===== src/rtl/mem_bus_ctrl.sv =====
// Memory-bus controller: region decode, wait states, byte lanes,
// alignment checks and a valid/ready request/response handshake.
module mem_bus_ctrl #(
  parameter int DATA_W = 64,
  parameter int ADDR_W = 32,
  parameter int CS_W = 2,
  parameter logic [4*(2**CS_W)-1:0] WAIT_CYCLES =
    {4'd2, 4'd1, 4'd0, 4'd0},
  parameter logic [(2**CS_W)-1:0] REGION_EN = 4'b1110
) (
  input  logic                          clock,
  input  logic                          reset,
  input  logic                          req_valid,
  output logic                          req_ready,
  input  logic                          req_write,
  input  logic [CS_W-1:0]               req_cs,
  input  logic [ADDR_W-1:0]             req_addr,
  input  logic [1:0]                    req_size,
  input  logic [DATA_W-1:0]             req_wdata,
  output logic                          rsp_valid,
  output logic                          rsp_err,
  output logic [DATA_W-1:0]             rsp_rdata,
  output logic [(2**CS_W)-1:0]          dev_sel,
  output logic                          dev_wr,
  output logic                          dev_rd,
  output logic [ADDR_W-1:0]             dev_addr,
  output logic [DATA_W/8-1:0]           dev_be,
  output logic [DATA_W-1:0]             dev_wdata,
  input  logic [(2**CS_W)*DATA_W-1:0]   dev_rdata
);

  localparam int NR = 2**CS_W;
  localparam int LANES = DATA_W / 8;
  localparam int OFF_W = $clog2(LANES);
  localparam bit NO_DWORD = (DATA_W == 32);

  typedef enum logic [1:0] {
    IDLE,
    ACCESS,
    RESP
  } state_t;

  state_t              state;
  logic [3:0]          cnt;
  logic [CS_W-1:0]     cs_q;
  logic [OFF_W-1:0]    off_q;
  logic [1:0]          size_q;
  logic                wr_q;

  logic                misalign;
  logic                acc_err;
  logic [NR-1:0]       sel_hot;
  logic [OFF_W-1:0]    off_in;
  logic [LANES-1:0]    be_val;
  logic [DATA_W-1:0]   wd_val;
  logic [DATA_W-1:0]   rd_word;
  logic [DATA_W-1:0]   rd_val;
  logic [3:0]          wait_in;

  function automatic logic [LANES-1:0] lane_mask(
    input logic [1:0] s
  );
    case (s)
      2'd0:    return LANES'(8'h01);
      2'd1:    return LANES'(8'h03);
      2'd2:    return LANES'(8'h0F);
      default: return LANES'(8'hFF);
    endcase
  endfunction

  function automatic logic [DATA_W-1:0] data_mask(
    input logic [1:0] s
  );
    case (s)
      2'd0:    return DATA_W'(64'hFF);
      2'd1:    return DATA_W'(64'hFFFF);
      2'd2:    return DATA_W'(64'hFFFF_FFFF);
      default: return '1;
    endcase
  endfunction

  assign off_in  = req_addr[OFF_W-1:0];
  assign wait_in = WAIT_CYCLES[{req_cs, 2'b00} +: 4];

  always_comb begin
    misalign = 1'b0;
    case (req_size)
      2'd1:    misalign = req_addr[0];
      2'd2:    misalign = |req_addr[1:0];
      2'd3:    misalign = |req_addr[2:0];
      default: misalign = 1'b0;
    endcase
    acc_err = !REGION_EN[req_cs] || misalign ||
              (req_size == 2'd3 && NO_DWORD);
    sel_hot = '0;
    sel_hot[req_cs] = 1'b1;
    be_val  = lane_mask(req_size) << off_in;
    wd_val  = req_wdata << {off_in, 3'b000};
    rd_word = dev_rdata[int'(cs_q)*DATA_W +: DATA_W];
    rd_val  = (rd_word >> {off_q, 3'b000}) & data_mask(size_q);
  end

  always_ff @(posedge clock or posedge reset) begin
    if (reset) begin
      state     <= IDLE;
      req_ready <= 1'b1;
      rsp_valid <= 1'b0;
      rsp_err   <= 1'b0;
      rsp_rdata <= '0;
      dev_sel   <= '0;
      dev_wr    <= 1'b0;
      dev_rd    <= 1'b0;
      dev_addr  <= '0;
      dev_be    <= '0;
      dev_wdata <= '0;
      cnt       <= '0;
      cs_q      <= '0;
      off_q     <= '0;
      size_q    <= '0;
      wr_q      <= 1'b0;
    end else begin
      case (state)
        IDLE: begin
          if (req_valid && req_ready) begin
            req_ready <= 1'b0;
            cs_q      <= req_cs;
            off_q     <= off_in;
            size_q    <= req_size;
            wr_q      <= req_write;
            if (acc_err) begin
              // Rejected requests never touch a device.
              state     <= RESP;
              rsp_valid <= 1'b1;
              rsp_err   <= 1'b1;
              rsp_rdata <= '0;
            end else begin
              state     <= ACCESS;
              cnt       <= wait_in;
              dev_sel   <= sel_hot;
              dev_wr    <= req_write;
              dev_rd    <= !req_write;
              dev_addr  <= {req_addr[ADDR_W-1:OFF_W],
                            {OFF_W{1'b0}}};
              dev_be    <= be_val;
              dev_wdata <= wd_val;
            end
          end
        end
        ACCESS: begin
          if (cnt == 4'd0) begin
            state     <= RESP;
            dev_sel   <= '0;
            dev_wr    <= 1'b0;
            dev_rd    <= 1'b0;
            dev_addr  <= '0;
            dev_be    <= '0;
            dev_wdata <= '0;
            rsp_valid <= 1'b1;
            rsp_err   <= 1'b0;
            rsp_rdata <= wr_q ? '0 : rd_val;
          end else begin
            cnt <= cnt - 4'd1;
          end
        end
        RESP: begin
          state     <= IDLE;
          rsp_valid <= 1'b0;
          rsp_err   <= 1'b0;
          req_ready <= 1'b1;
        end
        default: begin
          state     <= IDLE;
          req_ready <= 1'b1;
        end
      endcase
    end
  end

endmodule


===== config.mk =====
export PLATFORM = sky130hd
export DESIGN_NAME = mem_bus_ctrl
export DESIGN_NICKNAME = d
export VERILOG_FILES = /design/src/rtl/mem_bus_ctrl.sv
export SDC_FILE = /design/constraint.sdc
export NUM_CORES = 1
export LEC_CHECK = 0
export BUFFER_PORTS_ARGS = -buffer_cell sky130_fd_sc_hd__buf_4
export CAP_MARGIN = 20
export CELL_PAD_IN_SITES_DETAIL_PLACEMENT = 1
export CELL_PAD_IN_SITES_GLOBAL_PLACEMENT = 1
export CORE_AREA = 3 3 207 209
export CTS_CLUSTER_SIZE = 24
export DETAILED_ROUTE_END_ITERATION = 7
export DIE_AREA = 0 0 210 212
export GPL_TIMING_DRIVEN = 0
export PLACE_DENSITY_LB_ADDON = 0.1
export SLEW_MARGIN = 20
export SYNTH_ARGS = -nofsm -noshare
export SYNTH_HDL_FRONTEND = slang
export SYNTH_SLANG_ARGS = --single-unit

===== constraint.sdc =====
create_clock -name clock -period 8.45 [get_ports clock]
set_clock_uncertainty 0.2 [all_clocks]
set_input_delay 2.535 -clock clock [delete_from_list [all_inputs] [get_ports clock]]
set_output_delay 2.535 -clock clock [all_outputs]
set_load 0.01 [all_outputs]

==> summary.txt, run 1 <==
Status
  • Status: finished, final reports clean

Critical path
  • Top Family by Delay on Critical Path: compound AO/OA/AOI/OAI gates
  • Critical Path Start Type: input port
  • Critical path endpoint category: flop
  • Slowest cell on crit path: nor3_2
  • Critical path cell sequence: clkbuf_1 -> o21ai_1 -> o2111ai_2 -> nor3_2 -> clkbuf_1 -> a22o_1
  • Critical path data required time: ~8.6 ns
  • Most frequent CP cell: clkbuf_1
  • Kind of critical path: input port to flop
  • Worst path max stage delay: about 0.70 ns
  • CP arrival: a little under 5 ns
  • CP max FO: 10
  • Crit path buffers/inverters: 2

Logic synthesis
  • Synth unique cells: between 60 and 70
  • Synth Instances: 1108
  • #FFs+latches synth: 188
  • Largest cells by area after synthesis: dfrtp_1, mux4_2, mux2i_1
  • Synth Area per Inst: roughly 11 sq um
  • Cell Area, Synth: 12340 sq um
  • FFs w/ async S/R, synth: 1.000
  • Top FF cell, synth: dfrtp_1
  • Area leader, netlist: dfrtp_1
  • Post-synth top area share: 0.3793
  • Post-synth EDFFs: 0
  • Seq/Total Area, Yosys: 0.3814
  • Yosys warnings: 0

CTS
  • Bufs on Longest Clock Path: 2
  • Root Driver: clkbuf_16
  • Clk_lat worst skew: 0.45 ns
  • Hold_buf cts: 0
  • H-tree depth: 4
  • Cts bufs inserted: 17
  • CTS Sinks: 188
  • TritonCTS clock tree: built
  • Post-CTS Resized: 0
  • Worst-path clk slew: roughly 0.08 ns
  • Post-CTS setup buffers: 0

Timing
  • Min Tclk post-route: 4.703 ns
  • Fin. max-slew vios: 0
  • Worst slew margin: 0.4273
  • RSZ-0062 raised after global routing: false
  • Final number of hold-violating endpoints: 0
  • WHS: 0.2865 ns
  • Final worst-path cycle share: 0.5566
  • Worst slew pin tran: 0.8560 ns
  • Final Setup Violations: 0
  • Fmax: 212.6 MHz
  • Setup ws final: 3.747 ns

Detailed routing
  • # DRC: 0
  • 1st-iter DRT viols: 655
  • Drt via density: 5.597
  • Wirelength per Cell: 28.68 um
  • Total wire length: approximately 63 mm
  • Vias: 12360
  • Detail Route Antenna Nets: 0
  • Pre-antenna DRT Iters: 5

Place
  • RD Place Congestion: 0.9015
  • DP Worst Slack: 3.256 ns
  • Post-place instance area: 17050 sq um
  • I/O Buffers: 530
  • DP HPWL: 52.03 mm
  • Placed cell count: 2174

Layout
  • Layout cells sized above 1: 0.4612
  • Final core occ: 0.4291
  • Area growth from synthesis to layout: 42.67%
  • Final nets: 2026
  • Final instance area: 17600 sq um
  • Fin cells: 2208

Global routing
  • Initial antenna violation count: 3
  • GRT Total Usage: 0.2786
  • Gr ovfl total: 0
  • Largest net degree at the start of global routing: 68
  • Global-route wire length before repair: 91.16 mm
  • Vias in the first global route: 13590

Die
  • Rows: 74
  • Core box area: 41020 sq um
  • Die X: between 200 and 250 um
  • # IOs: between 500 and 600
  • Die footprint: 44520 sq um
  • Starting Density: 0.3008
  • Die height: 212 um

Worst hold path
  • Worst hold path type: flop to flop

Power
  • Pwr dens: 320.1 nW/um^2
  • Leak: 8.202 nW
  • VDD IR max: 0.0001669 V

Job
  • Max_cap viols: 0
[synthesized netlist by cell type, types with 3 or more instances]
| cell | count |
|---|---|
| a2bb2oi_1 | 12 |
| a22o_1 | 62 |
| buf_4 | 7 |
| buf_6 | 4 |
| nand3_1 | 14 |
| nand2b_1 | 13 |
| o22ai_1 | 3 |
| nor2_1 | 42 |
| mux4_2 | 104 |
| o22a_1 | 3 |
| o21ai_1 | 9 |
| buf_2 | 39 |
| clkbuf_1 | 45 |
| a32o_1 | 3 |
| ha_1 | 5 |
| and2_1 | 8 |
| mux2i_1 | 68 |
| o31ai_1 | 37 |
| a22oi_1 | 19 |
| a211oi_1 | 21 |
| a31o_2 | 4 |
| o21a_1 | 18 |
| a2111oi_0 | 4 |
| o21ai_0 | 62 |
| o211ai_1 | 5 |
| o31ai_2 | 3 |
| nor2b_1 | 6 |
| and3_1 | 4 |
| nor3_1 | 5 |
| buf_1 | 13 |
| a21oi_1 | 27 |
| mux2_2 | 29 |
| nand2_1 | 148 |
| a221o_1 | 15 |
| dfrtp_1 | 187 |
| o211ai_2 | 5 |
| inv_1 | 13 |
[report_power, final]
part           internal (W)  switching, W
combinational       0.00143       0.00202
clock              0.000401      0.000399
sequential          0.00119      0.000191
total               0.00302       0.00261
[per-layer routing]
| metal | global-route usage | routed length (um) | share of wire |
|---|---|---|---|
| met1 | 0.3127 | 23520 | 0.37 |
| met5 | 0 | 34 | 0.00054 |
| met4 | 0.1174 | 2736 | 0.043 |
| met3 | 0.06035 | 3843 | 0.061 |
| met2 | 0.5126 | 33190 | 0.52 |
[state kept, by name, summed over array words and instances (netlist names)]
register / count
rsp_rdata: 64
cnt: 4
dev_be: 8
wr_q: 1
dev_wdata: 64
rsp_valid: 1
dev_wr: 1
req_ready: 1
rsp_err: 1
dev_addr: 29
dev_rd: 1
size_q: 2
state: 2
dev_sel: 4
off_q: 3
cs_q: 2
[placed cells by master (no fill, tap or decap), types with 17 or more instances in the layout]
cell type	Yosys	routed
a21oi_1	27	27
mux4_2	104	104
dfrtp_1	187	187
nor2_1	42	42
o21a_1	18	18
o21ai_0	62	62
clkbuf_16	0	17
buf_4	7	537
clkbuf_1	45	49
a22oi_1	19	19
a22o_1	62	62
mux2i_1	68	68
mux2_2	29	29
o31ai_1	37	37
nand2_1	148	148
buf_2	39	39
a211oi_1	21	21
[cell families after synthesis]
| kind of cell | after synthesis | share of synthesized area |
|---|---|---|
| AO/OA/AOI/OAI | 332 | 0.2000 |
| XOR/XNOR | 2 | 0.001420 |
| adder cells (fa/ha/maj) | 5 | 0.005071 |
| buffers and inverters | 123 | 0.04594 |
| flip-flops | 188 | 0.3814 |
| multiplexers | 201 | 0.2715 |
| other | 1 | 0.0003040 |
| AND/OR/NAND/NOR | 256 | 0.09432 |
[worst register-to-register path: stages (launching register included)]
cell and delay (ns):
dfrtp_1 0.42, inv_1 0.10, ha_1 0.15, buf_2 0.20
a21boi_1 0.58, a21oi_2 0.17, o21ai_2 0.26, buf_2 0.36
clkbuf_1 0.41, nand2_1 0.11, o31ai_1 0.09
[worst paths after layout]
path                                                   to                       from  cells after the start  slack, ns
worst max-delay path             dev_addr[27]$_DFFE_PP0P_                req_addr[0]                      6       3.75
worst min-delay path            dev_wdata[63]$_DFFE_PP0P_  dev_wdata[63]$_DFFE_PP0P_                      2       0.29
worst max register to register  dev_wdata[20]$_DFFE_PP0P_       state[0]$_DFFE_PP0P_                     10       5.29
worst min register to register  dev_wdata[63]$_DFFE_PP0P_  dev_wdata[63]$_DFFE_PP0P_                      2       0.29
max in group asynchronous        dev_addr[22]$_DFFE_PP0P_                      reset                      3       5.38
min in group asynchronous       rsp_rdata[22]$_DFFE_PP0P_                      reset                      2       1.92
[final cells by class]
class | count | area, sq um
well taps | 532 | 665.6
fillers | 4644 | 23420
inverters | 15 | 63.81
clock buffers | 23 | 467.9
flip-flops and latches | 188 | 4706
plain buffers | 108 | 510.5
diodes | 2 | 5.005
clock inverters | 9 | 76.32
multi-input cells | 799 | 7072
repair buffers | 532 | 4034
[through the flow]
step / setup TNS (ns) / total power [W]
finish: 0 / 0.005633
global route: 0 / 0.005971
CTS: 0 / 0.005681
detailed placement: 0 / 0.004861
global placement: -414.23 / 0.004826
floorplan: 0 / 0.003338
(Power assumes the default switching activity.)
==> run 2, diff against run 1 <==
--- a/config.mk
+++ b/config.mk
@@ -9,10 +9,10 @@
 export CAP_MARGIN = 20
 export CELL_PAD_IN_SITES_DETAIL_PLACEMENT = 1
 export CELL_PAD_IN_SITES_GLOBAL_PLACEMENT = 1
-export CORE_AREA = 3 3 207 209
+export CORE_AREA = 3 3 210 212
 export CTS_CLUSTER_SIZE = 24
 export DETAILED_ROUTE_END_ITERATION = 7
-export DIE_AREA = 0 0 210 212
+export DIE_AREA = 0 0 213 215
 export GPL_TIMING_DRIVEN = 0
 export PLACE_DENSITY_LB_ADDON = 0.1
 export SLEW_MARGIN = 20
==> constraint.sdc (replaced) <==
create_clock -name clock -period 4.09 [get_ports clock]
set_clock_uncertainty 0.2 [all_clocks]
set_input_delay 1.227 -clock clock [delete_from_list [all_inputs] [get_ports clock]]
set_output_delay 1.227 -clock clock [all_outputs]
set_load 0.01 [all_outputs]
==> summary.txt, run 2 (synthesis gave the netlist of run 1 again) <==
Global routing
  • Vias in the first global route: 13530 (-0.42%)
  • Gr ovfl total: 0 (unchanged)
  • Largest net degree at the start of global routing: 31 (-54%)
  • Initial antenna violation count: 5 (+2)
  • Global-route wire length before repair: 94.87 mm (+4.1%)
  • GRT Total Usage: 0.2866 (+0.008043)

CTS
  • H-tree depth: 4 (unchanged)
  • CTS Sinks: 188 (unchanged)
  • Post-CTS Resized: 0 (unchanged)
  • Post-CTS setup buffers: 0 (unchanged)
  • Cts bufs inserted: 17 (unchanged)
  • Bufs on Longest Clock Path: 2 (unchanged)
  • Worst-path clk slew: 0.09 ns (about the same)
  • Hold_buf cts: 0 (unchanged)
  • TritonCTS clock tree: built
  • Clk_lat worst skew: 0.46 ns (about the same)
  • Root Driver: clkbuf_16

Critical path
  • Crit path buffers/inverters: 2 (unchanged)
  • Critical path startpoint: req_addr[0]
  • Critical path endpoint category: flop
  • Critical Path Start Type: input port
  • Kind of critical path: input port to flop
  • Top Family by Delay on Critical Path: simple AND/OR/NAND/NOR gates
  • CP arrival: 3.68 ns (-1.21 ns)
  • CP max FO: 10 (unchanged)
  • Worst path max stage delay: 0.79 ns (+0.09 ns)
  • Slowest cell on crit path: nor3_2
  • Worst reg2reg path depth: 9 (-1)
  • R2r startpoint: state[1]$_DFFE_PP0P_
  • Critical path data required time: 4.29 ns (-4.34 ns)
  • Critical path cell sequence: clkbuf_1 -> a21oi_1 -> o2111ai_2 -> nand2_1 -> buf_2 -> nor3_2 -> a32o_1
  • Levels on crit path: 7 (+1)

Detailed routing
  • Pre-antenna DRT Iters: 5 (unchanged)
  • Total wire length: 67.29 mm (+6.3%)
  • Vias: 12520 (+1.3%)
  • 1st-iter DRT viols: 772 (+18%)
  • Drt via density: 5.637 (+0.72%)
  • # DRC: 0 (unchanged)
  • Wirelength per Cell: 30.31 um (+5.7%)
  • Detail Route Antenna Nets: 0 (unchanged)

Layout
  • Layout cells sized above 1: 0.4654 (+0.004264)
  • Final instance area: 17700 sq um (+0.59%)
  • Most common cell after layout, fill and taps aside: buf_4
  • Most frequent cells in the layout: buf_4, dfrtp_1, nand2_1
  • Final nets: 2030 (+0.20%)
  • Largest registers: dev_wdata: 64 flops, rsp_rdata: 64 flops, dev_addr: 29 flops
  • Area growth from synthesis to layout: 43.51%

Timing
  • Fin. max-slew vios: 0 (unchanged)
  • Final Setup Violations: 0 (unchanged)
  • Final worst-path cycle share: 0.8503
  • WHS: 0.2775 ns (-0.008954 ns)
  • Min Tclk post-route: 3.478 ns
  • Fmax: 287.5 MHz
  • Worst slew pin tran: 0.9502 ns (+0.09421 ns)
  • Worst slew margin: 0.3631 (-0.06415)
  • RSZ-0062 raised after global routing: false
  • Final number of hold-violating endpoints: 0 (unchanged)

Die
  • Core box area: 42130 sq um (+2.7%)
  • Die height: 215 um (+1.4%)
  • Starting Density: 0.2928 (-0.007976)
  • Die X: 213 um (+1.4%)
  • # IOs: 537 (unchanged)
  • Die footprint: 45800 sq um (+2.9%)
  • Rows: 75 (+1.4%)

Worst hold path
  • Worst hold path type: flop to flop
  • Hold Startpoint: dev_be[1]$_DFFE_PP0P_
  • Hold Path Stages: 2 (unchanged)

Status
  • Status: finished, final reports clean

Place
  • RD Place Congestion: 0.9198 (+2.0%)
  • Post-place instance area: 17130 sq um (+0.45%)
  • DP HPWL: 55.72 mm (+7.1%)
  • I/O Buffers: 530 (unchanged)

Job
  • Max_cap viols: 0 (unchanged)

Power
  • VDD IR max: 0.0003675 V (+120%)
  • Leak: 8.240 nW (+0.47%)
  • Pwr dens: 665.2 nW/um^2 (+110%)
run 2: cell count changes in the layout (fill, tap and decap cells not counted), moves of 2 or more:
cell | before | now
clkinvlp_4 | 1 | 3
buf_12 | 0 | 5
clkbuf_1 | 49 | 45
clkinv_4 | 1 | 4
inv_6 | 5 | 3
run 2: routing by layer:
metal	global-route usage	vias up	routed length [um]
met2	0.4735	538	32290
met5	0	-	38
met4	0.1138	6	2606
met3	0.06811	106	5034
li1	-	5396	-
met1	0.3610	6469	27320
run 2: layout make-up:
type | count | area, sq um
Clock inverter | 13 | 108.9
Antenna cell | 3 | 7.507
Inverter | 15 | 60.06
Tap cell | 539 | 674.4
Buffer | 108 | 510.5
Timing Repair Buffer | 536 | 4106
Fill cell | 4789 | 24430
Multi-Input combinational cell | 799 | 7078
Clock buffer | 19 | 452.9
Sequential cell | 188 | 4706
run 2: path summary, 6_finish.rpt:
path | end | slack, ns
setup / recovery | rsp_rdata[34]$_DFFE_PP0P_ | 0.61
hold / removal | dev_be[1]$_DFFE_PP0P_ | 0.28
setup reg to reg | rsp_rdata[34]$_DFFE_PP0P_ | 0.94
hold reg to reg | dev_be[1]$_DFFE_PP0P_ | 0.28
max in group asynchronous | dev_addr[20]$_DFFE_PP0P_ | 1.91
min in group asynchronous | dev_wdata[20]$_DFFE_PP0P_ | 0.68
run 2: worst min-delay path: stages, from the launching register on:
cell and delay (ns):
dfrtp_1 0.34, nand2_1 0.05, o31ai_1 0.05
run 2: through the flow:
stage,power (W),worst slack (ns),setup TNS (ns),util,instances
6_report,0.01178,0.6123,0,0.4202,2220
4_1_cts,0.01183,0.5738,0,0.4199,2217
3_3_place_gp,0.01005,-1.296,-236.92,0.4035,2179
2_1_floorplan,0.006897,0.2433,0,-,1110
3_5_place_dp,0.01014,0.1173,0,0.4065,2185
5_1_grt,0.01245,0.4618,0,0.4201,2219
run 2: power breakdown:
part	total [W]	switching [W]	internal, W
Combinational	0.00727	0.00430	0.00297
Clock	0.00166	0.000837	0.000827
Sequential	0.00285	0.000394	0.00245
Total	0.0118	0.00553	0.00625
==> run 3, diff against run 2 <==
--- a/config.mk
+++ b/config.mk
@@ -5,15 +5,16 @@
 export SDC_FILE = /design/constraint.sdc
 export NUM_CORES = 1
 export LEC_CHECK = 0
+export ABC_AREA = 1
 export BUFFER_PORTS_ARGS = -buffer_cell sky130_fd_sc_hd__buf_4
 export CAP_MARGIN = 20
 export CELL_PAD_IN_SITES_DETAIL_PLACEMENT = 1
 export CELL_PAD_IN_SITES_GLOBAL_PLACEMENT = 1
-export CORE_AREA = 3 3 210 212
+export CORE_ASPECT_RATIO = 1.2
+export CORE_MARGIN = 3
+export CORE_UTILIZATION = 29
 export CTS_CLUSTER_SIZE = 24
 export DETAILED_ROUTE_END_ITERATION = 7
-export DIE_AREA = 0 0 213 215
-export GPL_TIMING_DRIVEN = 0
 export PLACE_DENSITY_LB_ADDON = 0.1
 export SLEW_MARGIN = 20
 export SYNTH_ARGS = -nofsm -noshare
==> summary.txt, run 3 <==
Logic synthesis
  • Synth Area per Inst: 6.219 sq um (-44%)
  • Largest cells by area after synthesis: dfrtp_1, nand2_1, nand3_1
  • Synth unique cells: 34 (-51%)
  • Area leader, netlist: dfrtp_1
  • Yosys warnings: 0 (unchanged)
  • Synth Instances: 2058 (+86%)
  • Top FF cell, synth: dfrtp_1
  • FFs w/ async S/R, synth: 1.000 (unchanged)
  • Post-synth top area share: 0.3656 (-0.01368)
  • #FFs+latches synth: 188 (unchanged)
  • Cell Area, Synth: 12800 sq um (+3.7%)
  • Post-synth EDFFs: 0 (unchanged)
  • Most instantiated cells after synthesis: nand2_1, nand3_1, dfrtp_1
  • Top-count cell post-synth: nand2_1
  • Seq/Total Area, Yosys: 0.3677 (-0.01376)

Critical path
  • Worst path max stage delay: 0.51 ns (-0.28 ns)
  • Crit path buffers/inverters: 3 (+1)
  • Kind of critical path: input port to flop
  • Most frequent CP cell: nand2_1
  • CP max FO: 59 (+49)
  • Levels on crit path: 11 (+4)
  • Critical path endpoint category: flop
  • Worst reg2reg path depth: 9 (unchanged)
  • Reg-to-reg setup timing slack: 1.11 ns (+0.17 ns)
  • R2r startpoint: state[1]$_DFFE_PP0P_
  • Critical path cell sequence: buf_4 -> inv_1 -> nand2_1 -> nand3_1 -> nand3_1 -> nand2_1 -> nand2_2 -> nor2_4 -> buf_4 -> nand2_1 -> o21ai_0
  • Reg2Reg Capture Point: dev_wdata[2]$_DFFE_PP0P_
  • CP arrival: 3.26 ns (-0.42 ns)
  • Critical path data required time: 4.24 ns (-0.05 ns)
  • Top Family by Delay on Critical Path: simple AND/OR/NAND/NOR gates
  • Critical Path Start Type: input port
  • Slowest cell on crit path: buf_4

CTS
  • Bufs on Longest Clock Path: 2 (unchanged)
  • Clk_lat worst skew: 0.46 ns (about the same)
  • Hold_buf cts: 0 (unchanged)
  • Worst-path clk slew: 0.07 ns (-0.02 ns)
  • Post-CTS setup buffers: 0 (unchanged)
  • TritonCTS clock tree: built
  • H-tree depth: 4 (unchanged)
  • Cts bufs inserted: 17 (unchanged)
  • Root Driver: clkbuf_16
  • Post-CTS Resized: 0 (unchanged)
  • CTS Sinks: 188 (unchanged)

Detailed routing
  • Wirelength per Cell: 20.02 um (-34%)
  • Total wire length: 61.27 mm (-8.9%)
  • # DRC: 0 (unchanged)
  • Detail Route Antenna Nets: 0 (unchanged)
  • Drt via density: 4.955 (-12%)
  • Pre-antenna DRT Iters: 5 (unchanged)
  • 1st-iter DRT viols: 684 (-11%)
  • Vias: 15160 (+21%)

Timing
  • Min Tclk post-route: 3.108 ns (-0.3697 ns)
  • Final Setup Violations: 0 (unchanged)
  • Final TNS setup: 0 ns (unchanged)
  • Fmax: 321.7 MHz (+12%)
  • Worst slew pin tran: 0.9772 ns (+0.02702 ns)
  • Final worst-path cycle share: 0.7599 (-0.09040)
  • Fin. max-slew vios: 0 (unchanged)
  • Final number of hold-violating endpoints: 0 (unchanged)
  • Worst slew margin: 0.3476 (-0.01551)
  • RSZ-0062 raised after global routing: false

Global routing
  • GRT Total Usage: 0.2528 (-0.03387)
  • Largest net degree at the start of global routing: 157 (+410%)
  • Gr ovfl total: 0 (unchanged)
  • Vias in the first global route: 15690 (+16%)
  • Global-route wire length before repair: 91.91 mm (-3.1%)
  • Initial antenna violation count: 0 (-5)

Power
  • Seq pwr share: 0.239 (-0.003)
  • P_int: 0.005773 W (-7.6%)
  • Switching Fraction: 0.5248 (+0.05522)
  • Leak: 9.852 nW (+20%)
  • Pwr dens: 687.7 nW/um^2 (+3.4%)
  • VDD IR max: 0.0004364 V (+19%)
  • Gate power share: 0.621 (+0.004)
  • Net Switching: 0.006375 W (+15%)
  • Clk pwr share: 0.140 (about the same)

Layout
  • ANT cells: 0 (-3)
  • Area growth from synthesis to layout: 38.02%
  • Final nets: 2861 (+41%)
  • Most frequent cells in the layout: nand2_1, buf_4, nand3_1
  • Fillcell total: 5698 (+19%)
  • Final instance area: 17660 sq um (-0.23%)
  • Largest registers: dev_wdata: 64 flops, rsp_rdata: 64 flops, dev_addr: 29 flops
  • Most common cell after layout, fill and taps aside: nand2_1
  • Layout cells sized above 1: 0.2444 (-0.2210)

Die
  • Starting Density: 0.2963 (+0.003454)
  • # IOs: 537 (unchanged)
  • Core box area: 43200 sq um (+2.5%)
  • Rows: 83 (+11%)
  • Die footprint: 46700 sq um (+2.0%)
  • Die X: 197.8 um (-7.1%)
  • Die height: 236.1 um (+9.8%)

Worst hold path
  • Hold Startpoint: dev_wdata[42]$_DFFE_PP0P_
  • Hold Path Stages: 2 (unchanged)
  • Hold path endpoint: dev_wdata[42]$_DFFE_PP0P_
  • Worst hold path type: flop to flop

Place
  • I/O Buffers: 533 (+0.57%)
  • DP HPWL: 47.44 mm (-15%)
  • Post-place instance area: 17090 sq um (-0.23%)
  • RD Place Congestion: 0.8411 (-8.6%)

Status
  • Status: finished, final reports clean

Job
  • Max_cap viols: 0 (unchanged)
## run 3: cell count changes after synthesis, sizes merged, moves of 29 or more
cell and delta:
nand2 +949, nand3 +343, mux4 -104, a22o -62, mux2i -44, o21ai +44
inv +43, o31ai -40, buf +32, mux2 -29
## run 3: how the worst max path moves through the flow
stage,from,endpoint
after global placement,req_addr[0],dev_wdata[5]$_DFFE_PP0P_
after global routing,req_size[1],dev_wdata[2]$_DFFE_PP0P_
after CTS,req_size[1],dev_wdata[2]$_DFFE_PP0P_
after floorplan,reset,cnt[0]$_DFFE_PP0P_
after detailed placement,req_size[1],dev_wdata[0]$_DFFE_PP0P_
final,req_size[1],dev_wdata[2]$_DFFE_PP0P_
## run 3: per-layer routing
metal	GRT usage	vias to the layer above	wire length [um]
li1	-	7409	-
met1	0.3053	7225	25130
met2	0.4379	444	30090
met3	0.05129	85	3580
met4	0.1017	0	2466
met5	0	-	0
## run 3: cell families (layout without fill, tap and decap cells)
logic type | count (synthesis) | count (layout) | share of synthesized area
AND/OR/NAND/NOR | 1504 | 1504 | 0.4796
AO/OA/AOI/OAI | 133 | 133 | 0.05387
XOR/XNOR | 1 | 1 | 0.0006845
other | 1 | 3 | 0.0002930
multiplexers | 24 | 24 | 0.01877
buffers and inverters | 202 | 650 | 0.07420
adder cells (fa/ha/maj) | 5 | 5 | 0.004888
flip-flops | 188 | 188 | 0.3677
## run 3: area by class of cell
cell class | instances | area, sq um | area share
tap | 552 | 690.7 | 0.03910
sequential | 188 | 4713 | 0.2668
inverter | 60 | 232.7 | 0.01317
multi-input combinational | 1670 | 7174 | 0.4061
clock buffer | 18 | 439.2 | 0.02486
clock inverter | 13 | 135.1 | 0.007650
timing repair buffer | 559 | 4279 | 0.2422
## run 3: power by group through the flow
stage               clock (W)  sequential, W  combinational, W
floorplan                   0        0.00301           0.00451
global placement            0        0.00292           0.00747
detailed placement          0        0.00291           0.00765
CTS                   0.00174        0.00291           0.00766
global route          0.00183        0.00297           0.00841
finish                0.00170        0.00290           0.00755
## run 3: stage by stage
step | std cells | worst slack [ns] | util | hold slack (ns) | total power [W]
detailed placement | 3029 | 0.5098 | 0.3956 | 0.2639 | 0.01056
CTS | 3060 | 0.9876 | 0.4089 | 0.2811 | 0.01230
global placement | 3028 | 0.6480 | 0.3950 | 0.2561 | 0.01039
global route | 3060 | 0.7096 | 0.4089 | 0.3055 | 0.01320
finish | 3060 | 0.9820 | 0.4089 | 0.2767 | 0.01215
floorplan | 2060 | 0.2433 | - | 0.2758 | 0.007515
## run 3: worst reg2reg max path: cells and delay by family, from the launching register on
kind,cells,cell delay (ns)
and+or+nand+nor,4,0.71
DFF,1,0.41
buffers and inverters,3,0.80
AOI/OAI and AO/OA,1,0.28
adders and majority gates,1,0.47
